**src/rtl/alu_issue_unit.sv**
```systemverilog
// rtl/alu_issue_unit.sv - issue/retire sequencer between a small register file and an external ALU
//
// Accepts one 16-bit instruction at a time, gates it on a condition code,
// issues operands to an external combinational ALU for one cycle, then
// retires the captured result into the register file and status register.
//
// Ports:
//   clk, rst                 clock, synchronous active-high reset
//   in_valid/in_ready        instruction handshake, in_instr fields:
//                            [15:12] mode [11:9] rd [8:6] ra [5:3] rb [2] wb [1:0] cond
//   wr_en/wr_addr/wr_data    host register-file write port (honoured only when idle)
//   dbg_addr/dbg_data        combinational register read-back
//   alu_op1/op2/mode/en      operands and control to the external ALU
//   alu_cflags               current status register fed to the ALU
//   alu_out/alu_flags        ALU result and {Z,C,S,O} flags
//   done/skipped/res_data    one-cycle retire pulse and its result
//   status                   status register {Z,C,S,O}

module alu_issue_unit #(
  parameter logic [3:0] RST_STATUS = 4'b0000
) (
  input  logic       clk,
  input  logic       rst,
  input  logic       in_valid,
  output logic       in_ready,
  input  logic [15:0] in_instr,
  input  logic       wr_en,
  input  logic [2:0] wr_addr,
  input  logic [7:0] wr_data,
  input  logic [2:0] dbg_addr,
  output logic [7:0] dbg_data,
  output logic [7:0] alu_op1,
  output logic [7:0] alu_op2,
  output logic [3:0] alu_mode,
  output logic       alu_en,
  output logic [3:0] alu_cflags,
  input  logic [7:0] alu_out,
  input  logic [3:0] alu_flags,
  output logic       done,
  output logic       skipped,
  output logic [7:0] res_data,
  output logic [3:0] status
);

  typedef enum logic [1:0] {
    IDLE  = 2'd0,
    ISSUE = 2'd1,
    WRITE = 2'd2,
    SKIP  = 2'd3
  } state_t;

  state_t     r_state;
  state_t     w_next_state;

  logic [7:0] r_regs [0:7];
  logic [3:0] r_status;

  logic [3:0] r_mode;
  logic [2:0] r_rd;
  logic [2:0] r_ra;
  logic [2:0] r_rb;
  logic       r_wb;
  logic [7:0] r_res;
  logic [3:0] r_flags;

  logic       w_idle;
  logic       w_accept;
  logic       w_cond_true;
  logic       w_host_wr;
  logic       w_writeback;
  logic [7:0] w_op1;
  logic [7:0] w_op2;

  assign w_idle      = (r_state == IDLE);
  assign w_accept    = in_valid & w_idle & ~rst;
  assign w_host_wr   = wr_en & w_idle & (wr_addr != 3'd0);
  assign w_writeback = (r_state == WRITE) & r_wb & (r_rd != 3'd0);

  // R0 is hard-wired to zero on every read path.
  assign w_op1    = (r_ra == 3'd0) ? 8'h00 : r_regs[r_ra];
  assign w_op2    = (r_rb == 3'd0) ? 8'h00 : r_regs[r_rb];
  assign dbg_data = (dbg_addr == 3'd0) ? 8'h00 : r_regs[dbg_addr];

  assign status     = r_status;
  assign alu_cflags = r_status;

  // Condition is judged against the status visible in the accept cycle.
  always_comb begin
    w_cond_true = 1'b0;
    case (in_instr[1:0])
      2'b00:   w_cond_true = 1'b1;
      2'b01:   w_cond_true = r_status[3];
      2'b10:   w_cond_true = r_status[2];
      default: w_cond_true = r_status[1];
    endcase
  end

  always_ff @(posedge clk) begin
    if (rst) begin
      r_state <= IDLE;
    end else begin
      r_state <= w_next_state;
    end
  end

  always_comb begin
    w_next_state = r_state;
    in_ready     = 1'b0;
    alu_en       = 1'b0;
    alu_mode     = 4'h0;
    alu_op1      = 8'h00;
    alu_op2      = 8'h00;
    done         = 1'b0;
    skipped      = 1'b0;
    res_data     = 8'h00;
    case (r_state)
      IDLE: begin
        in_ready = 1'b1;
        if (in_valid) begin
          w_next_state = w_cond_true ? ISSUE : SKIP;
        end
      end
      ISSUE: begin
        alu_en       = 1'b1;
        alu_mode     = r_mode;
        alu_op1      = w_op1;
        alu_op2      = w_op2;
        w_next_state = WRITE;
      end
      WRITE: begin
        done         = 1'b1;
        res_data     = r_res;
        w_next_state = IDLE;
      end
      SKIP: begin
        done         = 1'b1;
        skipped      = 1'b1;
        w_next_state = IDLE;
      end
      default: w_next_state = IDLE;
    endcase
    // A retire that coincides with reset is discarded, so it must not be announced.
    if (rst) begin
      done     = 1'b0;
      skipped  = 1'b0;
      res_data = 8'h00;
    end
  end

  always_ff @(posedge clk) begin
    if (rst) begin
      for (int i = 0; i < 8; i++) begin
        r_regs[i] <= 8'h00;
      end
      r_status <= RST_STATUS;
      r_mode   <= 4'h0;
      r_rd     <= 3'd0;
      r_ra     <= 3'd0;
      r_rb     <= 3'd0;
      r_wb     <= 1'b0;
      r_res    <= 8'h00;
      r_flags  <= 4'h0;
    end else begin
      // Host write and instruction retire never share a cycle: host writes
      // are honoured only in IDLE, retire happens only in WRITE.
      if (w_host_wr) begin
        r_regs[wr_addr] <= wr_data;
      end
      if (w_writeback) begin
        r_regs[r_rd] <= r_res;
      end
      if (w_accept) begin
        r_mode <= in_instr[15:12];
        r_rd   <= in_instr[11:9];
        r_ra   <= in_instr[8:6];
        r_rb   <= in_instr[5:3];
        r_wb   <= in_instr[2];
      end
      if (r_state == ISSUE) begin
        r_res   <= alu_out;
        r_flags <= alu_flags;
      end
      // Flags land only at retire, so the status never reflects an unfinished instruction.
      if (r_state == WRITE) begin
        r_status <= r_flags;
      end
    end
  end

endmodule
```
**config.mk**
```make
export PLATFORM = sky130hd
export DESIGN_NAME = alu_issue_unit
export DESIGN_NICKNAME = d
export VERILOG_FILES = /design/src/rtl/alu_issue_unit.sv
export SDC_FILE = /design/constraint.sdc
export NUM_CORES = 1
export LEC_CHECK = 0
export CORE_MARGIN = 1.5
export CORE_UTILIZATION = 25
export CTS_CLUSTER_SIZE = 12
export DETAILED_ROUTE_END_ITERATION = 7
export HOLD_SLACK_MARGIN = 0.05
export SLEW_MARGIN = 10
export SYNTH_ARGS = -nofsm -noshare
export SYNTH_HDL_FRONTEND = slang
export SYNTH_SLANG_ARGS = --single-unit
```
**constraint.sdc**
```tcl
create_clock -name clk -period 2.4 [get_ports clk]
set_input_delay 0.48 -clock clk [delete_from_list [all_inputs] [get_ports clk]]
set_output_delay 0.48 -clock clk [all_outputs]
set_load 0.01 [all_outputs]
```
==> out/results.env <==
RESULT_OF_THE_RUN='completed'
DETAIL_ROUTE.ITER0.VIOLATIONS=329
AVGSYNTHCELLAREA_UM2=11.83
GRT_UTIL_ALL_LAYERS_PCT=13.91
MULTIINPUTGATEAREA_UM2=2828
AREA_OF_THE_DIE_UM2=23820
CTS_HOLD_BUFFERS=0
FINAL_CELLS=907
MAX-VDD-IR-DROP_V=0.0003803
FINAL_LAYOUT_SETUP_TOTAL_NEGATIVE_SLACK_NS=0
SYNTH-SEQ-AREA-SHARE_PCT=46.84
IOPINCOUNT=94
HOLD_VIOL_FINAL=0
GRT_MAX_DEGREE=32
FINAL.SETUP_SKEW_NS=0.006999
HOLD_PATH_CLASS='reg -> reg'
CPMAXSTAGEDELAYCELL='sky130_fd_sc_hd__mux4_2'
CORE_AREA_UM2=22570
TIMING_WORST_SLEW_PIN_VALUE_NS=0.7742
POSTSYNTHREGISTERBITS=102
CELL_AREA_AFTER_TECHNOLOGY_MAPPING_UM2=5727
LAYOUT.FILLER_CELLS=2263
RELATIVE_SLEW_SLACK_PCT=48.28
VIAS=4351
FINALPOWER_W=0.004573
WORST-ENDPOINT-REQUIRED_NS=1.92
CTS-BUFFERS-INSERTED=9
CRITICAL_PATH_PEAK_FANOUT=8
WIRE_LENGTH_OF_THE_FIRST_GLOBAL_ROUTING_PASS_UM=25410
CRITICALPATHCATEGORY='reg -> out'
REGAREA_UM2=2693
SYNTH-ASYNC-RESET-RATIO_PCT=0
INITIAL_CORE_UTIL_PCT=25.37
CRITICAL_PATH.CELL_CHAIN='buf_12, mux4_2, mux2i_1, nor2_1, clkdlybuf4s15_1'
CAP_VIOL_MAX_COUNT=0
DPL.CELL_COUNT=879
POST_SYNTH_INST_COUNT=484
VIA_COUNT_OF_THE_FIRST_GLOBAL_ROUTING_PASS=4228
CTS.ROOT.BUFFER_CELL='sky130_fd_sc_hd__clkbuf_16'
STARTPOINT_TYPE='flop'
DIE_HEIGHT_UM=154.4
CTS_TREE='yes'
SYNTH_ENABLE_FLOP_CELLS=64
DIE-WIDTH_UM=154.4
CTS.PATH.MAX_BUFFERS=2
FMAX_GHz=0.4240
CLKSINKCOUNT=102
BUFFER_PORTS.INSERTED=93
ROUTE.DETAILED.WL_PER_INST_UM=17.96
SETUP_VIOL=0
GRT_REMAINING_OVERFLOW=0
DRIVE_GT1_SHARE_PCT=30.23
DRT_PASS1_ITERATIONS=5
CRITICAL_PATH.ENDPOINT_TYPE='output port'
GRT_ANTENNA_BEFORE_REPAIR=0
DRC_ERRORS=0
FINALWEIGHTEDCONGESTION=0.8788
POWER_DENSITY_nW_PER_UM2=587.9
VIASPERCELL=4.797
FINALWORSTPATHREQUIREDPERIOD_NS=2.359
CELLLEAKAGEPOWER_nW=2.839
CRIT_PATH_MAX_INCR_DELAY_NS=0.53
DP_HPWL_UM=12000
ANTENNA_LEFT=0
FINAL_MIN_PERIOD_OVER_CLOCK_PERIOD_PCT=98.28
N_ANTENNA_CELL=0
WORSTPATHARRIVAL_NS=1.88
CTS_H_TREE_DEPTH=3
AREA_DELTA_SYNTH_FINAL_PCT=35.83
NETS=663
PREDOMINANT_POST_SYNTHESIS_FLOP_CELL='sky130_fd_sc_hd__edfxtp_1'
FINAL_SLEW_VIOLATIONS=0
ROUTED_WIRELENGTH_UM=16290
SYNTH_CELL_TYPES=44
POST_CTS_CLOCK_SLEW_AT_THE_LAUNCH_AND_CAPTURE_REGISTERS_OF_THE_WORST_SETUP_AND_HOLD_PATHS_NS=0.07
CLOCK_LATENCY_NS=0.34
SYNTH_WARNINGS=0
GRT_SETUP_UNREPAIRED='true'
TOTAL_NUMBER_OF_PLACEMENT_ROWS=55
[cells by family (layout without fill, tap and decap cells)]
logic type | Yosys count | in the layout | synth area share (%)
AOI/OAI and AO/OA | 72 | 72 | 8.630
buffers and inverters | 49 | 180 | 5.135
DFF | 102 | 102 | 46.84
muxes | 77 | 77 | 22.66
other | 1 | 8 | 0.06548
and+or+nand+nor | 183 | 183 | 16.67
[sequential cells by signal (all words and copies together) (netlist names), named ones only]
name	cells
alu_cflags	4
r_flags	4
r_mode	4
r_ra	3
r_rb	3
r_rd	3
r_regs	64
r_res	8
r_state	2
r_wb	1
[final cells by class]
class | count | area share, %
clock buffers | 10 | 2.944
clock inverters | 6 | 1.399
inverters | 3 | 0.1448
multi-input cells | 340 | 36.35
flip-flops and latches | 102 | 34.61
well taps | 285 | 4.584
repair buffers | 161 | 19.96
[worst max-delay path, delay by kind of cell (launching register included)]
| family | cells | cell delay [ns] |
|---|---|---|
| multiplexers | 2 | 0.69 |
| buffers and inverters | 2 | 0.38 |
| AND/OR/NAND/NOR | 1 | 0.06 |
| flip-flops | 1 | 0.40 |
[synthesized netlist by cell type (all sizes together) (2+ instances only)]
master | n | share of area, %
a21oi | 15 | 1.3
a221oi | 8 | 1.2
and2 | 15 | 1.6
buf | 30 | 3.9
clkbuf | 16 | 1.0
dfxtp | 38 | 13
edfxtp | 64 | 34
inv | 2 | 0.13
mux2i | 37 | 6.9
mux4 | 40 | 16
nand2 | 47 | 3.1
nand2b | 16 | 1.7
nor2 | 31 | 2.0
nor2b | 9 | 0.98
nor3 | 58 | 6.2
o21a | 2 | 0.39
o21ai | 30 | 2.6
o21bai | 9 | 1.5
o31ai | 2 | 0.26
[metal layers]
metal / global-route usage, % / wire length (um) / vias to the layer above
li1: - / - / 2060
met1: 20.13 / 7523 / 2057
met2: 19.65 / 6734 / 214
met3: 4.539 / 1749 / 20
met4: 4.075 / 284 / 0
met5: 0 / 0 / -
[repair_timing]
| item | in CTS | in global routing |
|---|---|---|
| endpoints found under the setup margin | 36 | 32 |
| setup buffers | 3 | 6 |
| pin swaps | 1 | 4 |
| cloned | 4 | 0 |
| resized for setup | 89 | 35 |
[per-stage QoR]
step / util [%] / hold WS, ns / setup WS (ns) / instance area (um^2)
after floorplan: - / 0.4357 / 0.1711 / 5753
after global placement: 32.22 / 0.4415 / -0.6128 / 7273
after detailed placement: 32.22 / 0.4464 / -0.6209 / 7273
after CTS: 34.39 / 0.4564 / 0.002824 / 7762
after global routing: 34.46 / 0.4751 / -0.01599 / 7779
final: 34.46 / 0.4562 / 0.04138 / 7779
[path summary, 6_finish.rpt]
check,start,to,slack (ns),cells past startpoint
worst max-delay path,flop,alu_op2[3],0.04,5
worst min-delay path,r_flags[0],r_flags[0],0.46,2
worst max register to register,r_wb,r_regs[4][6],0.29,5
worst min register to register,r_flags[0],r_flags[0],0.46,2
[placed cells by master, fill, tap and decap left out, types with 2 or more instances in the layout]
master,n
sky130_fd_sc_hd__edfxtp_1,64
sky130_fd_sc_hd__clkdlybuf4s50_1,61
sky130_fd_sc_hd__buf_4,52
sky130_fd_sc_hd__nand2_1,47
sky130_fd_sc_hd__nor3_1,45
sky130_fd_sc_hd__mux4_2,40
sky130_fd_sc_hd__dfxtp_1,34
sky130_fd_sc_hd__nor2_1,29
sky130_fd_sc_hd__mux2i_1,26
sky130_fd_sc_hd__o21ai_0,25
sky130_fd_sc_hd__nand2b_1,16
sky130_fd_sc_hd__and2_1,15
sky130_fd_sc_hd__a21oi_1,14
sky130_fd_sc_hd__buf_2,14
sky130_fd_sc_hd__nor3_2,13
sky130_fd_sc_hd__mux2i_2,11
sky130_fd_sc_hd__clkbuf_16,9
sky130_fd_sc_hd__nor2b_1,8
sky130_fd_sc_hd__clkbuf_2,8
sky130_fd_sc_hd__buf_12,8
sky130_fd_sc_hd__conb_1,8
sky130_fd_sc_hd__a221oi_1,6
sky130_fd_sc_hd__o21bai_1,6
sky130_fd_sc_hd__dlymetal6s2s_1,5
sky130_fd_sc_hd__o21ai_1,4
sky130_fd_sc_hd__bufinv_16,3
sky130_fd_sc_hd__clkdlybuf4s15_1,3
sky130_fd_sc_hd__buf_6,3
sky130_fd_sc_hd__o31ai_1,2
sky130_fd_sc_hd__inv_1,2
sky130_fd_sc_hd__a221oi_2,2
sky130_fd_sc_hd__nor2_2,2
sky130_fd_sc_hd__o21bai_2,2
sky130_fd_sc_hd__dfxtp_4,2
sky130_fd_sc_hd__clkinv_1,2
sky130_fd_sc_hd__bufbuf_16,2
sky130_fd_sc_hd__buf_16,2
sky130_fd_sc_hd__dfxtp_2,2
[power breakdown]
part / total, W / internal [W] / switching (W)
Combinational: 0.000857 / 0.000464 / 0.000394
Sequential: 0.00206 / 0.00196 / 0.0000929
Clock: 0.00166 / 0.00102 / 0.000640
Total: 0.00457 / 0.00345 / 0.00113
(Power assumes the default switching activity.)
